`src/rtl/fb_pkg.sv`:
```
// Shared frame-buffer definitions: buffer-id width, default frame geometry,
// pixel width and the writer FSM state encoding. The frame reader and the
// BufferController reuse the same defaults.
package fb_pkg;

   localparam int unsigned BUF_ID_W          = 2;
   localparam int unsigned PIX_W             = 16;
   localparam int unsigned FRAME_PIXELS_DEF  = 307200;   // 640x480
   localparam int unsigned BUFFER_STRIDE_DEF = 524288;   // words between buffer bases
   localparam int unsigned ADDR_W_DEF        = 21;
   localparam int unsigned FIFO_DEPTH_DEF    = 16;

   typedef enum logic [2:0] {
      WR_REQ_BUF  = 3'd0,
      WR_REL_BUF  = 3'd1,
      WR_WAIT_FRM = 3'd2,
      WR_STREAM   = 3'd3,
      WR_FLUSH    = 3'd4,
      WR_FINAL    = 3'd5
   } wr_state_e;

endpackage

```
`src/rtl/frame_buffer_writer_if.sv`:
```
// SDRAM write-port bus between the frame buffer writer (master) and the
// SDRAM controller (slave).
//   mem_wr_valid  master->slave  word valid
//   mem_wr_ready  slave->master  word accepted when valid & ready
//   mem_wr_addr   master->slave  word address
//   mem_wr_data   master->slave  RGB565 word
interface frame_buffer_writer_if #(
   parameter int unsigned ADDR_W = fb_pkg::ADDR_W_DEF
);
   logic                     mem_wr_valid;
   logic                     mem_wr_ready;
   logic [ADDR_W-1:0]        mem_wr_addr;
   logic [fb_pkg::PIX_W-1:0] mem_wr_data;

   modport master (output mem_wr_valid, output mem_wr_addr, output mem_wr_data,
                   input  mem_wr_ready);
   modport slave  (input  mem_wr_valid, input  mem_wr_addr, input  mem_wr_data,
                   output mem_wr_ready);
endinterface

```
`src/rtl/fb_pixel_fifo.sv`:
```
// Synchronous pixel FIFO; each entry carries {pixel index, pixel data} so the
// write address survives dropped pixels.
//   clk, reset   clock, synchronous active-high reset
//   push, wdata  write request / entry (ignored when full unless popping)
//   pop          read request (ignored when empty)
//   rdata        head entry, valid while !empty
//   full, empty  occupancy flags
module fb_pixel_fifo #(
   parameter int unsigned WIDTH = 32,
   parameter int unsigned DEPTH = 16
) (
   input  logic             clk,
   input  logic             reset,
   input  logic             push,
   input  logic             pop,
   input  logic [WIDTH-1:0] wdata,
   output logic [WIDTH-1:0] rdata,
   output logic             full,
   output logic             empty
);
   localparam int unsigned PTR_W = $clog2(DEPTH);
   localparam int unsigned CNT_W = PTR_W + 1;

   logic [WIDTH-1:0] mem_q [DEPTH];
   logic [PTR_W-1:0] wr_ptr_q, rd_ptr_q;
   logic [CNT_W-1:0] cnt_q;
   logic             do_push, do_pop;

   // A pop frees the slot in the same cycle, so a full FIFO can still take a push.
   assign do_pop  = pop && !empty;
   assign do_push = push && (!full || do_pop);

   assign full  = (cnt_q == CNT_W'(DEPTH));
   assign empty = (cnt_q == '0);
   assign rdata = mem_q[rd_ptr_q];

   // Pointers and occupancy
   always_ff @(posedge clk) begin
      if (reset) begin
         wr_ptr_q <= '0;
         rd_ptr_q <= '0;
         cnt_q    <= '0;
      end else begin
         if (do_push) wr_ptr_q <= wr_ptr_q + PTR_W'(1);
         if (do_pop)  rd_ptr_q <= rd_ptr_q + PTR_W'(1);
         cnt_q <= cnt_q + CNT_W'(do_push) - CNT_W'(do_pop);
      end
   end

   // Storage, no reset needed
   always_ff @(posedge clk) begin
      if (do_push) mem_q[wr_ptr_q] <= wdata;
   end

endmodule

```
`src/rtl/frame_buffer_writer.sv`:
```
// Write-side client of the BufferController: claims a free frame buffer,
// streams one camera frame into that buffer's SDRAM region through a small
// FIFO, then pulses finalize_wr so the buffer becomes readable.
//   clk, reset                 fb_clk, synchronous active-high reset
//   frame_start                1-cycle start-of-frame pulse
//   pixel_valid, pixel_data    camera pixel stream (no backpressure)
//   write_rq_rdy               buffer request to BufferController
//   buffer_id_valid, buffer_id buffer grant
//   finalize_wr                1-cycle pulse, buffer fully written
//   overflow                   sticky, pixel dropped on full FIFO
//   frame_error                1-cycle pulse, frame truncated by early frame_start
//   mem                        SDRAM write port (master)
module frame_buffer_writer
   import fb_pkg::*;
#(
   parameter int unsigned FRAME_PIXELS  = FRAME_PIXELS_DEF,
   parameter int unsigned BUFFER_STRIDE = BUFFER_STRIDE_DEF,
   parameter int unsigned ADDR_W        = ADDR_W_DEF,
   parameter int unsigned FIFO_DEPTH    = FIFO_DEPTH_DEF
) (
   input  logic                clk,
   input  logic                reset,
   input  logic                frame_start,
   input  logic                pixel_valid,
   input  logic [PIX_W-1:0]    pixel_data,
   output logic                write_rq_rdy,
   input  logic                buffer_id_valid,
   input  logic [BUF_ID_W-1:0] buffer_id,
   output logic                finalize_wr,
   output logic                overflow,
   output logic                frame_error,
   frame_buffer_writer_if.master mem
);
   localparam int unsigned CNT_W     = $clog2(FRAME_PIXELS + 1);
   localparam int unsigned STRIDE_SH = $clog2(BUFFER_STRIDE);
   localparam int unsigned ENTRY_W   = CNT_W + PIX_W;

   wr_state_e           state_q, state_d;
   logic [BUF_ID_W-1:0] buf_id_q, buf_id_d;
   logic [CNT_W-1:0]    pix_cnt_q, pix_cnt_d;
   logic                rq_rdy_q, rq_rdy_d;
   logic                finalize_q, finalize_d;
   logic                overflow_q, overflow_d;
   logic                frame_error_q, frame_error_d;

   logic                accept_c, pop_c, frame_done_c;
   logic                fifo_full, fifo_empty;
   logic [ENTRY_W-1:0]  fifo_wdata, fifo_rdata;
   logic [CNT_W-1:0]    rd_index;
   logic [PIX_W-1:0]    rd_pixel;

   assign fifo_wdata = {pix_cnt_q, pixel_data};
   assign rd_index   = fifo_rdata[ENTRY_W-1 -: CNT_W];
   assign rd_pixel   = fifo_rdata[PIX_W-1:0];
   assign pop_c      = !fifo_empty && mem.mem_wr_ready;

   fb_pixel_fifo #(
      .WIDTH (ENTRY_W),
      .DEPTH (FIFO_DEPTH)
   ) u_fifo (
      .clk   (clk),
      .reset (reset),
      .push  (accept_c),
      .pop   (pop_c),
      .wdata (fifo_wdata),
      .rdata (fifo_rdata),
      .full  (fifo_full),
      .empty (fifo_empty)
   );

   // Drain side: the address comes from the stored pixel index, so a dropped
   // pixel leaves a hole in the address sequence rather than shifting it.
   assign mem.mem_wr_valid = !fifo_empty;
   assign mem.mem_wr_addr  = fifo_empty ? '0
                           : (ADDR_W'(buf_id_q) << STRIDE_SH) + ADDR_W'(rd_index);
   assign mem.mem_wr_data  = fifo_empty ? '0 : rd_pixel;

   assign write_rq_rdy = rq_rdy_q;
   assign finalize_wr  = finalize_q;
   assign overflow     = overflow_q;
   assign frame_error  = frame_error_q;

   // Next-state and output decode
   always_comb begin
      state_d       = state_q;
      buf_id_d      = buf_id_q;
      pix_cnt_d     = pix_cnt_q;
      overflow_d    = overflow_q;
      frame_error_d = 1'b0;
      accept_c      = 1'b0;
      frame_done_c  = (pix_cnt_q == CNT_W'(FRAME_PIXELS));

      unique case (state_q)
         WR_REQ_BUF: begin
            if (buffer_id_valid) begin
               buf_id_d = buffer_id;
               state_d  = WR_REL_BUF;
            end
         end
         WR_REL_BUF: begin
            if (!buffer_id_valid) state_d = WR_WAIT_FRM;
         end
         WR_WAIT_FRM: begin
            if (frame_start) begin
               pix_cnt_d = '0;
               state_d   = WR_STREAM;
            end
         end
         WR_STREAM: begin
            if (frame_done_c) begin
               state_d = WR_FLUSH;
            end else if (frame_start) begin
               // Early start truncates this frame; the new frame is not captured.
               state_d       = WR_FLUSH;
               frame_error_d = 1'b1;
            end else if (pixel_valid) begin
               accept_c  = 1'b1;
               pix_cnt_d = pix_cnt_q + CNT_W'(1);
            end
         end
         WR_FLUSH: begin
            if (fifo_empty) state_d = WR_FINAL;
         end
         WR_FINAL: begin
            state_d = WR_REQ_BUF;
         end
         default: begin
            state_d = WR_REQ_BUF;
         end
      endcase

      // Counted pixel that found no free slot is lost.
      if (accept_c && fifo_full && !pop_c) overflow_d = 1'b1;

      rq_rdy_d   = (state_d == WR_REQ_BUF);
      finalize_d = (state_d == WR_FINAL);
   end

   // State and output registers
   always_ff @(posedge clk) begin
      if (reset) begin
         state_q       <= WR_REQ_BUF;
         buf_id_q      <= '0;
         pix_cnt_q     <= '0;
         rq_rdy_q      <= 1'b0;
         finalize_q    <= 1'b0;
         overflow_q    <= 1'b0;
         frame_error_q <= 1'b0;
      end else begin
         state_q       <= state_d;
         buf_id_q      <= buf_id_d;
         pix_cnt_q     <= pix_cnt_d;
         rq_rdy_q      <= rq_rdy_d;
         finalize_q    <= finalize_d;
         overflow_q    <= overflow_d;
         frame_error_q <= frame_error_d;
      end
   end

endmodule

```
`src/flat_wrapper.sv`:
```
// flat-port wrapper written by rule: the top's interface ports become plain ports
module frame_buffer_writer_flat import fb_pkg::*;
#(
   parameter int unsigned FRAME_PIXELS  = FRAME_PIXELS_DEF,
   parameter int unsigned BUFFER_STRIDE = BUFFER_STRIDE_DEF,
   parameter int unsigned ADDR_W        = ADDR_W_DEF,
   parameter int unsigned FIFO_DEPTH    = FIFO_DEPTH_DEF
)
  (clk, reset, frame_start, pixel_valid, pixel_data, write_rq_rdy, buffer_id_valid, buffer_id, finalize_wr, overflow, frame_error, mem_mem_wr_valid, mem_mem_wr_addr, mem_mem_wr_data, mem_mem_wr_ready);
  frame_buffer_writer_if #(.ADDR_W(ADDR_W)) mem_i ();
  input  logic clk;
  input  logic reset;
  input  logic frame_start;
  input  logic pixel_valid;
  input  logic [PIX_W-1:0] pixel_data;
  output logic write_rq_rdy;
  input  logic buffer_id_valid;
  input  logic [BUF_ID_W-1:0] buffer_id;
  output logic finalize_wr;
  output logic overflow;
  output logic frame_error;
  output wire logic [$bits(mem_i.mem_wr_valid)-1:0] mem_mem_wr_valid;
  output wire logic [$bits(mem_i.mem_wr_addr)-1:0] mem_mem_wr_addr;
  output wire logic [$bits(mem_i.mem_wr_data)-1:0] mem_mem_wr_data;
  input wire logic [$bits(mem_i.mem_wr_ready)-1:0] mem_mem_wr_ready;
  assign mem_mem_wr_valid = mem_i.mem_wr_valid;
  assign mem_mem_wr_addr = mem_i.mem_wr_addr;
  assign mem_mem_wr_data = mem_i.mem_wr_data;
  assign mem_i.mem_wr_ready = mem_mem_wr_ready;
  frame_buffer_writer #(.FRAME_PIXELS(FRAME_PIXELS), .BUFFER_STRIDE(BUFFER_STRIDE), .ADDR_W(ADDR_W), .FIFO_DEPTH(FIFO_DEPTH)) u_core (.clk(clk), .reset(reset), .frame_start(frame_start), .pixel_valid(pixel_valid), .pixel_data(pixel_data), .write_rq_rdy(write_rq_rdy), .buffer_id_valid(buffer_id_valid), .buffer_id(buffer_id), .finalize_wr(finalize_wr), .overflow(overflow), .frame_error(frame_error), .mem(mem_i));
endmodule
```
`config.mk`:
```
export PLATFORM = sky130hd
export DESIGN_NAME = frame_buffer_writer_flat
export DESIGN_NICKNAME = d
export VERILOG_FILES = /design/src/rtl/fb_pkg.sv /design/src/rtl/frame_buffer_writer_if.sv /design/src/rtl/fb_pixel_fifo.sv /design/src/rtl/frame_buffer_writer.sv /design/src/flat_wrapper.sv
export SDC_FILE = /design/constraint.sdc
export NUM_CORES = 1
export LEC_CHECK = 0
export CAP_MARGIN = 25
export CORE_MARGIN = 3
export CORE_UTILIZATION = 23
export DETAILED_ROUTE_END_ITERATION = 6
export PLACE_DENSITY_LB_ADDON = 0.1
export SETUP_SLACK_MARGIN = 0.5
export SYNTH_ARGS = -nofsm -noshare
export SYNTH_HDL_FRONTEND = slang
export SYNTH_SLANG_ARGS = --single-unit
export TNS_END_PERCENT = 100
```
`constraint.sdc`:
```
create_clock -name clk -period 16.86 [get_ports clk]
set_input_delay 3.372 -clock clk [delete_from_list [all_inputs] [get_ports clk]]
set_output_delay 3.372 -clock clk [all_outputs]
set_load 0.01 [all_outputs]
```
# Word level (Yosys, flattened, before mapping)
# Memory sizes are Yosys's and may differ from the RTL's. A register that Yosys moved wholly into a read port is not among the register bits.
# Index checks and enable logic that the tools add are counted.
# word_totals
reg_bits,41
ramBits,560
in_bits,24
n_memories,1
# mem_list
memory,words,width,rd,rd_clocked_by_memory_dff,write_ports,line,rtl
u_core.u_fifo.mem_q,16,35,1,1,1,fb_pixel_fifo.sv:24,logic [WIDTH-1:0] mem_q [DEPTH];
# op_classes
n_addsub,6
n_eq_ne,11
muxes,23
bitwise_logic,1
n_reduce_logical,16
# op_table
cell,count
$mux W19,4
$pmux W19 S2,1
$add A21 B19 Y21,1
$mux W21,1
$add A19 B1 Y19 const B,1
$eq A19 B19 Y1 const B,1
$mux W3,6
$mux W16,1
$pmux W3 S5,1
$add A4 B1 Y4 const B,2
$mux W4,2
$ne A2 B2 Y1 const B,4
$mux W1,7
$eq A3 B2 Y1 const B,2
$eq A3 B3 Y1 const B,2
$logic_not A3 Y1,2
$add A5 B1 Y5,1
$eq A5 B5 Y1 const B,1
$logic_and A1 B1 Y1,5
$logic_not A5 Y1,1
$reduce_and A5 Y1,1
$sub A5 B1 Y5,1
$eq A3 B1 Y1 const B,1
$logic_not A1 Y1,3
5 further kinds,5

# Logic depth before layout (Yosys ltp)
# logic_depth
word_depth,8
depth_mapped,16
mapped_depth_nobuf,15

# Cells and area by module
# A second synthesis with hierarchy kept.
# unflattened
cells_unflattened,1178
hier_area_um2,23890.4
# by_module_without_submodules
module,instances,cells_each,area_each_um2,seq_area_each_um2
fb_pixel_fifo,1,967,22182.5,17156.5
frame_buffer_writer,1,211,1707.9,560.5

# Worst setup path after synthesis
# OpenSTA, ideal clock, no wires.
# synth_path
kind,input port to flip-flop
from,input port frame_start
to,memory u_core.u_fifo.mem_q[7][0] (netlist name) (enable)
setup_time_ps,515
arrival_time_ps,7327
required_ps,16345
setup_slack_ps,9018
path_stages,5
path_buffers,1
cell_sequence,nand2b_1 > a311oi_2 > o21ai_2 > buf_6 > nor4_1
# synth_via
elab_chain_len,6
# synth_lines
element,line,rtl
from (decl),flat_wrapper.sv:13,input logic frame_start;
$mux W1,frame_buffer_writer.sv:112,end else if (frame_start) begin
$mux W1,frame_buffer_writer.sv:110,if (frame_done_c) begin
$mux W1,frame_buffer_writer.sv:93,unique case (state_q)
$logic_and A1 B1 Y1,fb_pixel_fifo.sv:31,assign do_push = push && (!full || do_pop);
$mux W1,fb_pixel_fifo.sv:52,if (do_push) mem_q[wr_ptr_q] <= wdata;
$mux W1 (not written as such),fb_pixel_fifo.sv:52,
to (decl),fb_pixel_fifo.sv:24,
# Every way passes these cells.

==> results.yml <==
power_and_ir_drop:
  leakage_nw: 8.18
  power.switching_mw: 1.01
  p_per_area_mw_per_mm2: 138
  power.internal_mw: 2.87
  sequentialPowerShare_pct: 43.5
  switching_share_pct: 26.0
  power_frac_comb_pct: 17.5
  finalPower_mw: 3.88
  ir_drop_uv: 103
  pwr-share-clk_pct: 38.9
grt:
  antenna_found_initial: 1
  grt_max_degree: 103
  grt_pass1_vias: 12063
  track_usage_pct: 11.9
  grt_overflow: 0
  grt_pass1_wl_mm: 90.3
run:
  maxCapViolCount: 0
clock_tree:
  cts-resized-gates: 0
  clk_latency_ps: 620
  cts_buffer_depth: 3
  clock-root-buffer: "clkbuf_16"
  cts_sinks: 605
  numCtsBuffers: 73
  path_clk_slew_ps: 50
  post_cts_buffers: 0
  htree_levels: 3
  hold_buffers: 0
  cts_tree: "done"
synth:
  synth.area.top_cells: "edfxtp_1 72%, mux4_2 13%, dfxtp_1 3.8%"
  synth.yosys.warnings: 0
  synth_edf_count: 560
  async_flop_share_pct: 0
  post-synth-top-area-cell: "edfxtp_1"
  synth_flop_cell: "edfxtp_1"
  synth_top_cell_area_share_pct: 71.5
  syn_inst: 1125
  avgSynthCellArea_um2: 20.9
  synth.yosys.seq_area_share_pct: 75.4
  synthesis.area_mm2: 0.0235
  synthesis.nets: 1163
  synth_cell_types: 52
  ys_seq_elements: 605
drt:
  ant_nets: 0
  viasPerCell: 4.21
  avgRoutedWirePerCell_um: 23.8
  drt_iter0_drc: 832
  num_vias: 11151
  routed_wirelength_mm: 63.0
  dr.pass1.iters: 5
  drc: 0
sta:
  rsz0062_at_grt: "false"
  finalCritPeriodShare_pct: 44.3
  slew_headroom_pct: 32.1
  setup_tns_ps: 0
  setup-violations-final: 0
  maxSlewViolCount: 0
  fmax_mhz: 134
  fin_hold_ws_ps: 492
  tightest_slew_ps: 1020
  hold_viol: 0
  final.setup_skew_ps: 36.2
  min_period_ps: 7470
cells_and_area:
  fill_cells: 10025
  fin_util_pct: 27.9
  diodes: 0
  area_growth_pct: 19.7
  final_nets: 1272
  design_area_mm2: 0.0281
  drive_above_1_share_pct: 23.2
outcome:
  run_status: "completed"
floorplan:
  die_h_um: 326
  coreArea_mm2: 0.101
  start_util_pct: 23.3
  fp.dieW_um: 326
  rows: 116
  ioPinCount: 66
  die-area_mm2: 0.106
placed_design:
  post-dp-hpwl_mm: 28.5
  routabilityCongestion: 0.654
  port_buffers: 65
  dpl-instance-area_mm2: 0.0258
worst_setup_path:
  cp.required_ps: 13490
  critical_path_class: "register to output port"
  cp.arrival_ps: 4100
  start_kind: "register"
  path_max_fanout: 102
  end_kind: "output port"
worst_hold_path:
  worstHoldPathType: "register to register"
==> kinds of logic (layout without fill, tap and decap cells) <==
| family | after synthesis | after routing | share of synthesized area (%) |
|---|---|---|---|
| adder cells (fa/ha/maj) | 14 | 14 | 0.777 |
| flip-flops | 605 | 605 | 75.4 |
| AO/OA/AOI/OAI | 68 | 68 | 1.90 |
| buffers and inverters | 74 | 238 | 1.52 |
| AND/OR/NAND/NOR | 128 | 128 | 3.04 |
| XOR/XNOR | 22 | 22 | 0.820 |
| multiplexers | 214 | 214 | 16.6 |
==> final cells by class <==
type,count,area (um^2),share of cell area (%)
Clock buffer,95,1980,7.04
Clock inverter,35,338,1.20
Inverter,18,67.6,0.240
Multi-Input combinational cell,446,5460,19.4
Sequential cell,605,17700,63.0
Tap cell,1357,1700,6.03
Timing Repair Buffer,90,871,3.09
==> layout by cell type, fill, tap and decap left out, types with 15 or more instances in the layout <==
| master | netlist | final |
|---|---|---|
| clkbuf_1 | 11 | 16 |
| clkdlybuf4s50_1 | 0 | 65 |
| clkinv_1 | 0 | 15 |
| mux2i_1 | 74 | 74 |
| mux4_2 | 140 | 140 |
| dfxtp_1 | 45 | 42 |
| o22ai_1 | 36 | 36 |
| nor2_1 | 38 | 38 |
| inv_1 | 18 | 18 |
| buf_4 | 11 | 23 |
| clkbuf_16 | 0 | 74 |
| edfxtp_1 | 560 | 560 |
==> power groups by stage <==
stage | logic, mW | registers (mW) | clock network, mW
after floorplan | 0.465 | 1.68 | 0
after global placement | 0.709 | 1.72 | 0
after detailed placement | 0.708 | 1.72 | 0
after CTS | 0.712 | 1.69 | 1.57
after global routing | 0.739 | 1.70 | 1.63
final | 0.679 | 1.69 | 1.51
==> cells in the mapped netlist (2+ instances only) <==
cell type  instances
a21oi_1           11
and2_1             8
and2b_1            2
and3_1             8
and4_1             3
buf_1              8
buf_2             25
buf_4             11
clkbuf_1          11
dfxtp_1           45
edfxtp_1         560
ha_1              13
inv_1             18
mux2i_1           74
mux4_2           140
nand2_1           10
nand2b_1           4
nand3_1            8
nand3b_1           3
nand4_1            3
nor2_1            38
nor2b_1            3
nor3_1            13
nor3_2             2
nor3b_1            3
nor4_1             4
nor4_2             2
o211ai_2           2
o21a_1             2
o21ai_0            6
o21ai_1            2
o21bai_1           2
o22ai_1           36
or2_2              2
or3_1              6
xnor2_1           14
xor2_1             8
==> worst paths after layout <==
kind | startpoint | end | slack (ps) | depth (start not counted)
setup reg to reg | u_core.pix_cnt_q[0] | u_core.u_fifo.cnt_q[4] | 12930 | 15
setup / recovery | register | mem_mem_wr_addr[9] | 9390 | 5
hold / removal | u_core.buf_id_q[1] | u_core.buf_id_q[1] | 490 | 2
hold reg to reg | u_core.buf_id_q[1] | u_core.buf_id_q[1] | 490 | 2
==> routing by layer <==
layer	global-route usage, %	share of wire, %
met1	16.3	47
met2	19.2	48
met3	2.32	3.4
met4	3.14	2.4
met5	0	0.019
==> flip-flops by register name (all words and copies together) (netlist names), named ones only <==
signal / flops
u_core.u_fifo.mem_q: 560
u_core.pix_cnt_q: 19
u_core.u_fifo.cnt_q: 5
u_core.u_fifo.rd_ptr_q: 4
u_core.u_fifo.wr_ptr_q: 4
u_core.state_q: 3
u_core.buf_id_q: 2
u_core.finalize_wr: 1
u_core.frame_error: 1
u_core.overflow: 1
u_core.write_rq_rdy: 1
==> critical path, stage by stage (launching register included) <==
cell,delay [ps]
dfxtp_4,920
buf_12,700
mux4_2,610
mux2i_1,200
o22ai_1,240
clkdlybuf4s50_1,610
==> metrics by stage <==
stage	setup slack, ps	cells
after floorplan	9020	1125
after global placement	9830	2515
after detailed placement	9800	2516
after CTS	9130	2646
after global routing	8980	2646
final	9390	2646
Note: power is estimated with default switching activity, not from simulation.
